$ cat src/rtl/matching_store.sv
// Multi-entry matching memory: parks operand tokens and fires an L/R pair
// as one packet when an arriving token meets its stored partner.
module matching_store #(
    parameter int DEPTH  = 8,
    parameter int TAG_W  = 18,
    parameter int DATA_W = 16,
    localparam int CNT_W = $clog2(DEPTH + 1),
    localparam int IDX_W = $clog2(DEPTH)
) (
    input  logic              cp,
    input  logic              mr,
    input  logic              flush,
    input  logic              in_valid,
    output logic              in_ready,
    input  logic [TAG_W-1:0]  in_tag,
    input  logic              in_lr,
    input  logic [DATA_W-1:0] in_data,
    output logic              out_valid,
    input  logic              out_ready,
    output logic [TAG_W-1:0]  out_tag,
    output logic [DATA_W-1:0] out_l_data,
    output logic [DATA_W-1:0] out_r_data,
    output logic [CNT_W-1:0]  count,
    output logic              full,
    output logic              empty
);

    logic [DEPTH-1:0]  ent_valid;
    logic [DEPTH-1:0]  ent_lr;
    logic [TAG_W-1:0]  ent_tag  [DEPTH];
    logic [DATA_W-1:0] ent_data [DEPTH];

    logic              hit;
    logic [IDX_W-1:0]  hit_idx;
    logic [IDX_W-1:0]  free_idx;
    logic              out_free;
    logic              accept;
    logic              fire;
    logic              park;
    logic [DATA_W-1:0] stored_data;

    // Scanning from the top down lets the lowest matching/free index win.
    always_comb begin
        // NOTE: every always_comb output gets a default first so no latch is inferred.
        hit      = 1'b0;
        hit_idx  = '0;
        free_idx = '0;
        for (int i = DEPTH - 1; i >= 0; i--) begin
            if (ent_valid[i] && (ent_tag[i] == in_tag) && (ent_lr[i] != in_lr)) begin
                hit     = 1'b1;
                hit_idx = IDX_W'(i);
            end
            if (!ent_valid[i]) begin
                free_idx = IDX_W'(i);
            end
        end
    end

    assign full        = (count == CNT_W'(DEPTH));
    assign empty       = (count == '0);
    assign out_free    = !out_valid || out_ready;
    assign in_ready    = mr && out_free && (hit || !full) && !flush;
    assign accept      = in_valid && in_ready;
    assign fire        = accept && hit;
    assign park        = accept && !hit;
    assign stored_data = ent_data[hit_idx];

    // Occupancy bookkeeping: flush dominates any token offered in the same cycle.
    always_ff @(posedge cp or negedge mr) begin
        // NOTE: sequential state uses non-blocking assignments only.
        if (!mr) begin
            ent_valid <= '0;
            count     <= '0;
        end else if (flush) begin
            ent_valid <= '0;
            count     <= '0;
        end else if (fire) begin
            ent_valid[hit_idx] <= 1'b0;
            count              <= count - CNT_W'(1);
        end else if (park) begin
            ent_valid[free_idx] <= 1'b1;
            count               <= count + CNT_W'(1);
        end
    end

    // NOTE: entry payload has no reset; the valid bits alone say whether it is meaningful.
    always_ff @(posedge cp) begin
        if (park) begin
            ent_tag[free_idx]  <= in_tag;
            ent_lr[free_idx]   <= in_lr;
            ent_data[free_idx] <= in_data;
        end
    end

    // A fire and a drain in the same cycle reload the register with no bubble.
    always_ff @(posedge cp or negedge mr) begin
        if (!mr) begin
            out_valid  <= 1'b0;
            out_tag    <= '0;
            out_l_data <= '0;
            out_r_data <= '0;
        end else if (fire) begin
            out_valid  <= 1'b1;
            out_tag    <= in_tag;
            out_l_data <= in_lr ? stored_data : in_data;
            out_r_data <= in_lr ? in_data : stored_data;
        end else if (out_ready) begin
            out_valid <= 1'b0;
        end
    end

endmodule

$ cat config.mk
export PLATFORM = sky130hd
export DESIGN_NAME = matching_store
export DESIGN_NICKNAME = d
export VERILOG_FILES = /design/src/rtl/matching_store.sv
export SDC_FILE = /design/constraint.sdc
export NUM_CORES = 1
export LEC_CHECK = 0
export BUFFER_PORTS_ARGS = -buffer_cell sky130_fd_sc_hd__buf_4
export CAP_MARGIN = 25
export CELL_PAD_IN_SITES_DETAIL_PLACEMENT = 0
export CELL_PAD_IN_SITES_GLOBAL_PLACEMENT = 2
export CORE_AREA = 2 2 249 251
export CTS_CLUSTER_SIZE = 40
export DETAILED_ROUTE_END_ITERATION = 6
export DIE_AREA = 0 0 251 253
export GPL_TIMING_DRIVEN = 1
export PLACE_DENSITY_LB_ADDON = 0.1
export SETUP_SLACK_MARGIN = 0.15
export SLEW_MARGIN = 20
export SYNTH_ARGS = -nofsm -noshare
export SYNTH_HDL_FRONTEND = slang
export SYNTH_SLANG_ARGS = --single-unit
$ cat constraint.sdc
create_clock -name cp -period 5.2 [get_ports cp]
set_input_delay 0.78 -clock cp [delete_from_list [all_inputs] [get_ports cp]]
set_output_delay 0.78 -clock cp [all_outputs]
set_load 0.01 [all_outputs]
# --- Word-level counts from Yosys, hierarchy flattened ---
# Memory sizes are Yosys's and may differ from the RTL's.
# Index checks and enable logic that the tools add are counted.
# W data, S select, Z words.
word_totals:
  reg_bits: 71
  latch_bits: 0
  ram_bits: 272
  rom_bits: 0
  input_bits: 40
  out_inout_bits: 58
  wordCells: 109
  memories: 2
classes:
  add_sub_neg: 2
  n_mul: 0
  div_mod_pow: 0
  n_lt_le_gt_ge: 4
  n_eq_ne: 17
  shift: 0
  muxes: 41
  n_bitwise: 3
  reduce_logical: 33
mem_list:
  columns: ["name", "depth", "width", "read_ports", "rd_ports_with_merged_regs", "write_ports", "line_no", "text"]
  rows:
  - ["ent_tag", 8, 18, 8, 0, 1, "30", "logic [TAG_W-1:0] ent_tag [DEPTH];"]
  - ["ent_data", 8, 16, 1, 0, 1, "31", "logic [DATA_W-1:0] ent_data [DEPTH];"]
ops:
  columns: ["op", "n"]
  rows:
  - ["$eq A18 B18 Y1", 8]
  - ["$mux W3", 16]
  - ["$mux W16", 2]
  - ["$logic_and A1 B1 Y1", 24]
  - ["$mux W8", 3]
  - ["$mux W1", 14]
  - ["$mux W4", 3]
  - ["$and A8 B8 Y8", 1]
  - ["$bwmux W8", 1]
  - ["$lt A3 B4 Y1 const B", 2]
  - ["$ne A1 B1 Y1", 8]
  - ["$not A8 Y8", 1]
  - ["$or A8 B8 Y8", 1]
  - ["$demux W1 S3", 2]
  - ["$ge A3 B1 Y1 const B", 2]
  - ["$add A4 B1 Y4 const B", 1]
  - ["$eq A4 B4 Y1 const B", 1]
  - ["$logic_not A1 Y1", 4]
  - ["$logic_not A4 Y1", 1]
  - ["$sub A4 B1 Y4 const B", 1]
  - ["$reduce_bool A3 Y1", 1]
  - ["$logic_or A1 B1 Y1", 2]
  - ["$reduce_bool A2 Y1", 1]

# --- Depth between registers and ports, before layout ---
logic_depth:
  depth_word: 19
  ltp_mapped: 15
  ltp_nobuf: 13

# --- Worst setup path before layout ---
# Ideal clock, no wire load.
synth_path:
  path_kind: "input port to flip-flop"
  from: "in in_lr"
  to: "mem ent_data[2][0] (enable)"
  setup_ns: 0.480
  arrival_time_ns: 4.922
  required_ns: 4.720
  setup_slack_ns: -0.201
  stages: 11
  n_path_buf: 3
  cell_sequence: "buf_4 -> buf_8 -> xnor2_1 -> nor4_1 -> nand3_1 -> nor3_2 -> nor2_1 -> and3_1 -> buf_6 -> or2b_1 -> nor3b_1"
synth_via:
  elab_chain_len: 17
  elab_cells_between_ends: 32
  cone_classes: "eq/ne: 8; mux: 10; reduce/logical: 14"
synth_rtl:
  columns: ["element", "line_no", "text"]
  rows:
  - ["start: declaration", "16", "input logic in_lr,"]
  - ["$ne A1 B1 Y1", "49", "if (ent_valid[i] && (ent_tag[i] == in_tag) && (ent_lr[i] != in_lr)) begin"]
  - ["$logic_and A1 B1 Y1", "49", null]
  - ["$mux W1 (7 in series)", "49", null]
  - ["$mux W1 (*)", "49", null]
  - ["$logic_or A1 B1 Y1", "62", "assign in_ready = mr && out_free && (hit || !full) && !flush;"]
  - ["$logic_and A1 B1 Y1 (2 in series)", "62", null]
  - ["$logic_and A1 B1 Y1", "63", "assign accept = in_valid && in_ready;"]
  - ["$logic_and A1 B1 Y1 (*)", "65", "assign park = accept && !hit;"]
  - ["$mux W1 (*)", "88", "if (park) begin"]
  - ["$mux W1 (implied by the code) (*)", "91", "ent_data[free_idx] <= in_data;"]
  - ["end: declaration", "31", null]
# Every way passes the cells marked *; elsewhere a longest branch is shown, timed or not.

# --- Worst setup path in the final report ---
layout_path:
  from: "in in_tag[2]"
  to: "out in_ready"
layout_via:
  elab_chain_len: 14
  elab_cells_between_ends: 35
  cone_classes: "eq/ne: 8; mux: 8; reduce/logical: 19"
layout_rtl:
  columns: ["element", "line_no", "text"]
  rows:
  - ["start: declaration", "15", "input logic [TAG_W-1:0] in_tag,"]
  - ["$eq A18 B18 Y1", "49", null]
  - ["$logic_and A1 B1 Y1 (2 in series)", "49", null]
  - ["$mux W1 (7 in series)", "49", null]
  - ["$mux W1 (*)", "49", null]
  - ["$logic_or A1 B1 Y1 (*)", "62", null]
  - ["$logic_and A1 B1 Y1 (*) (2 in series)", "62", null]
  - ["end: declaration", "14", "output logic in_ready,"]
# Marks and branches as above.

==> results_dict.tcl <==
set metrics [dict create \
    worst_skew_pair.late_latency_ns 0.56 \
    synth-edff-count 280 \
    die-height_um 253 \
    yosys.cell_types.count 73 \
    synthAdderAreaFrac_pct 0.299 \
    report.power.total_mw 6.12 \
    synth_seq_area_share_pct 66.3 \
    drt_pass_1_iters 5 \
    maxClockFrequency_ghz 0.244 \
    cellInternalPower_mw 4.74 \
    maxSlewViolCount 0 \
    power.share.combinational_pct 4.3 \
    largest_family_of_logic_cells_by_synthesized_area "simple AND/OR/NAND/NOR gates" \
    cts_buffers 43 \
    switching_power_mw 1.38 \
    leakagePower_nw 6.42 \
    post_synth_mux_area_share_pct 2.62 \
    clock_sink_count 343 \
    postRouteAntennaNets 0 \
    io_pins 98 \
    synth_area_leader_cell "edfxtp_1" \
    dpl.hpwl_mm 30.4 \
    finalWeightedCongestion 0.690 \
    via_count_of_the_first_global_routing_pass 9534 \
    placement.io_buffers 97 \
    asyncSetResetFlopFracSynth_pct 18.4 \
    finalClockSkew_ns 0.0163 \
    postSynthRegisterBits 343 \
    critical_path_required_ns 4.42 \
    cell_area_synth_mm2 0.0151 \
    std_cell_rows 91 \
    vdd.ir_drop.worst_uv 196 \
    core_region_area_mm2 0.0610 \
    yosysTopAreaCellShare_pct 55.8 \
    largest_driver_fanout_on_the_critical_path 17 \
    rsz_0062_raised_after_global_routing "false" \
    synth_top_cells_by_count "edfxtp_1, xor2_1, nand2_1" \
    postCtsResizedCells 0 \
    cts_max_path_buffers 3 \
    reg2reg_from "ent_tag[6][2]" \
    antenna_found_initial 0 \
    drive_gt1_share_pct 20.5 \
    routed_wire_length_per_instance_um 23.8 \
    via_count 9193 \
    netlist_top_cells_area "edfxtp_1, dfrtp_1, xor2_1, xnor2_1, nand2_1" \
    synth_most_common_cell "edfxtp_1" \
    pwr-share-clk_pct 46.7 \
    cts.hold.buffers_added 0 \
    postCtsSetupBuffers 0 \
    finish.net_count 1228 \
    mappedNetlistNets 1104 \
    layout-area-overhead-vs-synth_pct 20.4 \
    grt.total_usage_pct 15.3 \
    die_area_mm2 0.0635 \
    worstMarginPinSlew_ns 1.00 \
    post_synth_xor_area_fraction_pct 9.15 \
    dr.first_iter.drc_count 622 \
    finalSetupViolations 0 \
    fin_crit_sh_pct 78.9 \
    slew_headroom_pct 33.1 \
    critical_path.max_stage_delay_ns 0.49 \
    clk_pin_slew_ns 0.06 \
    end_kind "primary output" \
    max-cap-violations 0 \
    worst_r2r_endpoint "out_r_data[8]" \
    critPathLaunchType "input port" \
    initial_core_util_pct 24.7 \
    synthSimpleGateAreaFrac_pct 11.3 \
    p_seq_share_pct 49.0 \
    grt_pass1_wl_mm 69.7 \
    fin_util_pct 29.7 \
    r2r_cells 11 \
    postSynthCellCount 1061 \
    die_w_um 251 \
    grt_ovf 0 \
    number_of_warning_messages_in_the_yosys_log 0 \
    synth_compound_area_share_pct 7.54 \
    worst_ep_arrival_time_ns 3.32 \
    min-delay-path-class "in2async" \
    power_density_mw_per_mm2 338 \
    net_switching_fraction_of_the_power_pct 22.5 \
    antenna_fix_cells 0 \
    postRouteWirelength_mm 47.8 \
    run_status "finished, final reports clean" \
    post-route-drc-count 0 \
    tritoncts_clock_tree "built" \
    critical_path_class "in2out" \
    synth_top_flop_cell "edfxtp_1" \
    totalNegativeSetupSlack_ns 0 \
    slowest_stage "nor3_1" \
    cp_cell_sequence "buf_4 > xor2_1 > nor4_1 > nand3_1 > nor3_1 > nor2_1 > and3_1 > a21oi_1 > buf_4" \
    cp_common_cell "buf_4" \
    syn-mean-instance-area_um2 14.2 \
    via_per_inst 4.58 \
    clock-root-buffer "clkbuf_16" \
    h-tree-depth 2 \
    hold_violations 0 \
    grt_start_max_net_pins 37 \
    layout_min_cycle_time_ns 4.10 \
    rrSetupSlack_ns 1.65 \
]
-- layer usage --
metal | part of all wire, % | wire length [µm] | GRT usage [%] | vias to the layer above
met3 | 3.7 | 1760 | 2.41 | 59
met2 | 47 | 22400 | 24.7 | 175
li1 | - | - | - | 4270
met1 | 48 | 22800 | 21.4 | 4689
met4 | 1.8 | 855 | 3.59 | 0
met5 | 0 | 0 | 0 | -
-- sequential cells by signal (all words and copies together) (netlist names) --
| signal | count |
|---|---|
| count | 4 |
| ent_data | 128 |
| ent_lr | 8 |
| ent_tag | 144 |
| ent_valid | 8 |
| out_l_data | 16 |
| out_r_data | 16 |
| out_tag | 18 |
| out_valid | 1 |
-- power by group through the flow --
stage	sequential, mW	clock (mW)	combinational [mW]
floorplan	3.05	0	0.135
global placement	3.05	0	0.277
detailed placement	3.05	0	0.274
CTS	3.00	2.96	0.275
global route	3.00	3.05	0.293
finish	3.00	2.86	0.266
-- kinds of logic after synthesis --
logic type	Yosys count
flip-flops	343
XOR/XNOR	154
multiplexers	37
buffers and inverters	72
AO/OA/AOI/OAI	156
AND/OR/NAND/NOR	296
adder cells (fa/ha/maj)	3
-- stage by stage --
step / cell area, µm² / hold WS, ns / std cells / setup slack (ns)
global route: 18100 / 0.453 / 2009 / 0.949
CTS: 18100 / 0.428 / 2009 / 1.04
finish: 18100 / 0.432 / 2009 / 1.10
floorplan: 15100 / 0.484 / 1061 / 0.948
detailed placement: 16800 / 0.464 / 1930 / 0.859
global placement: 16800 / 0.453 / 1930 / 0.840
-- worst max path at each step --
stage              start              to  slack [ns]
2_1_floorplan      in_lr  ent_data[4][0]        0.95
5_1_grt        in_tag[2]        in_ready        0.95
3_3_place_gp   in_tag[2]   out_r_data[8]        0.84
6_report       in_tag[2]        in_ready        1.10
3_5_place_dp   in_tag[2]   out_r_data[8]        0.86
4_1_cts        in_tag[2]        in_ready        1.04
-- final cells by class --
cell class / count / area (µm²)
fill: 6157 / 42900
sequential: 343 / 9980
multi-input combinational: 646 / 4750
clock buffer: 61 / 1220
timing repair buffer: 128 / 998
tap: 790 / 988
clock inverter: 18 / 119
inverter: 23 / 86.3
-- worst max-delay path, delay by kind of cell --
family | cells | cell delay (ns)
AOI/OAI and AO/OA | 1 | 0.27
and+or+nand+nor | 5 | 1.61
buffers and inverters | 2 | 0.48
xor gates and xnor gates | 1 | 0.14
-- cell usage in the layout (no fill, tap or decap), types with 22 or more instances in the layout --
cell and count:
o21ai_0 35, clkbuf_16 45, nor4_1 42, o2bb2ai_1 22
xnor2_1 54, nand4_1 25, xor2_1 96, nand2_1 90
inv_1 22, nand3_1 27, edfxtp_1 280, dfrtp_1 63
buf_4 125
(Power assumes the default switching activity.)
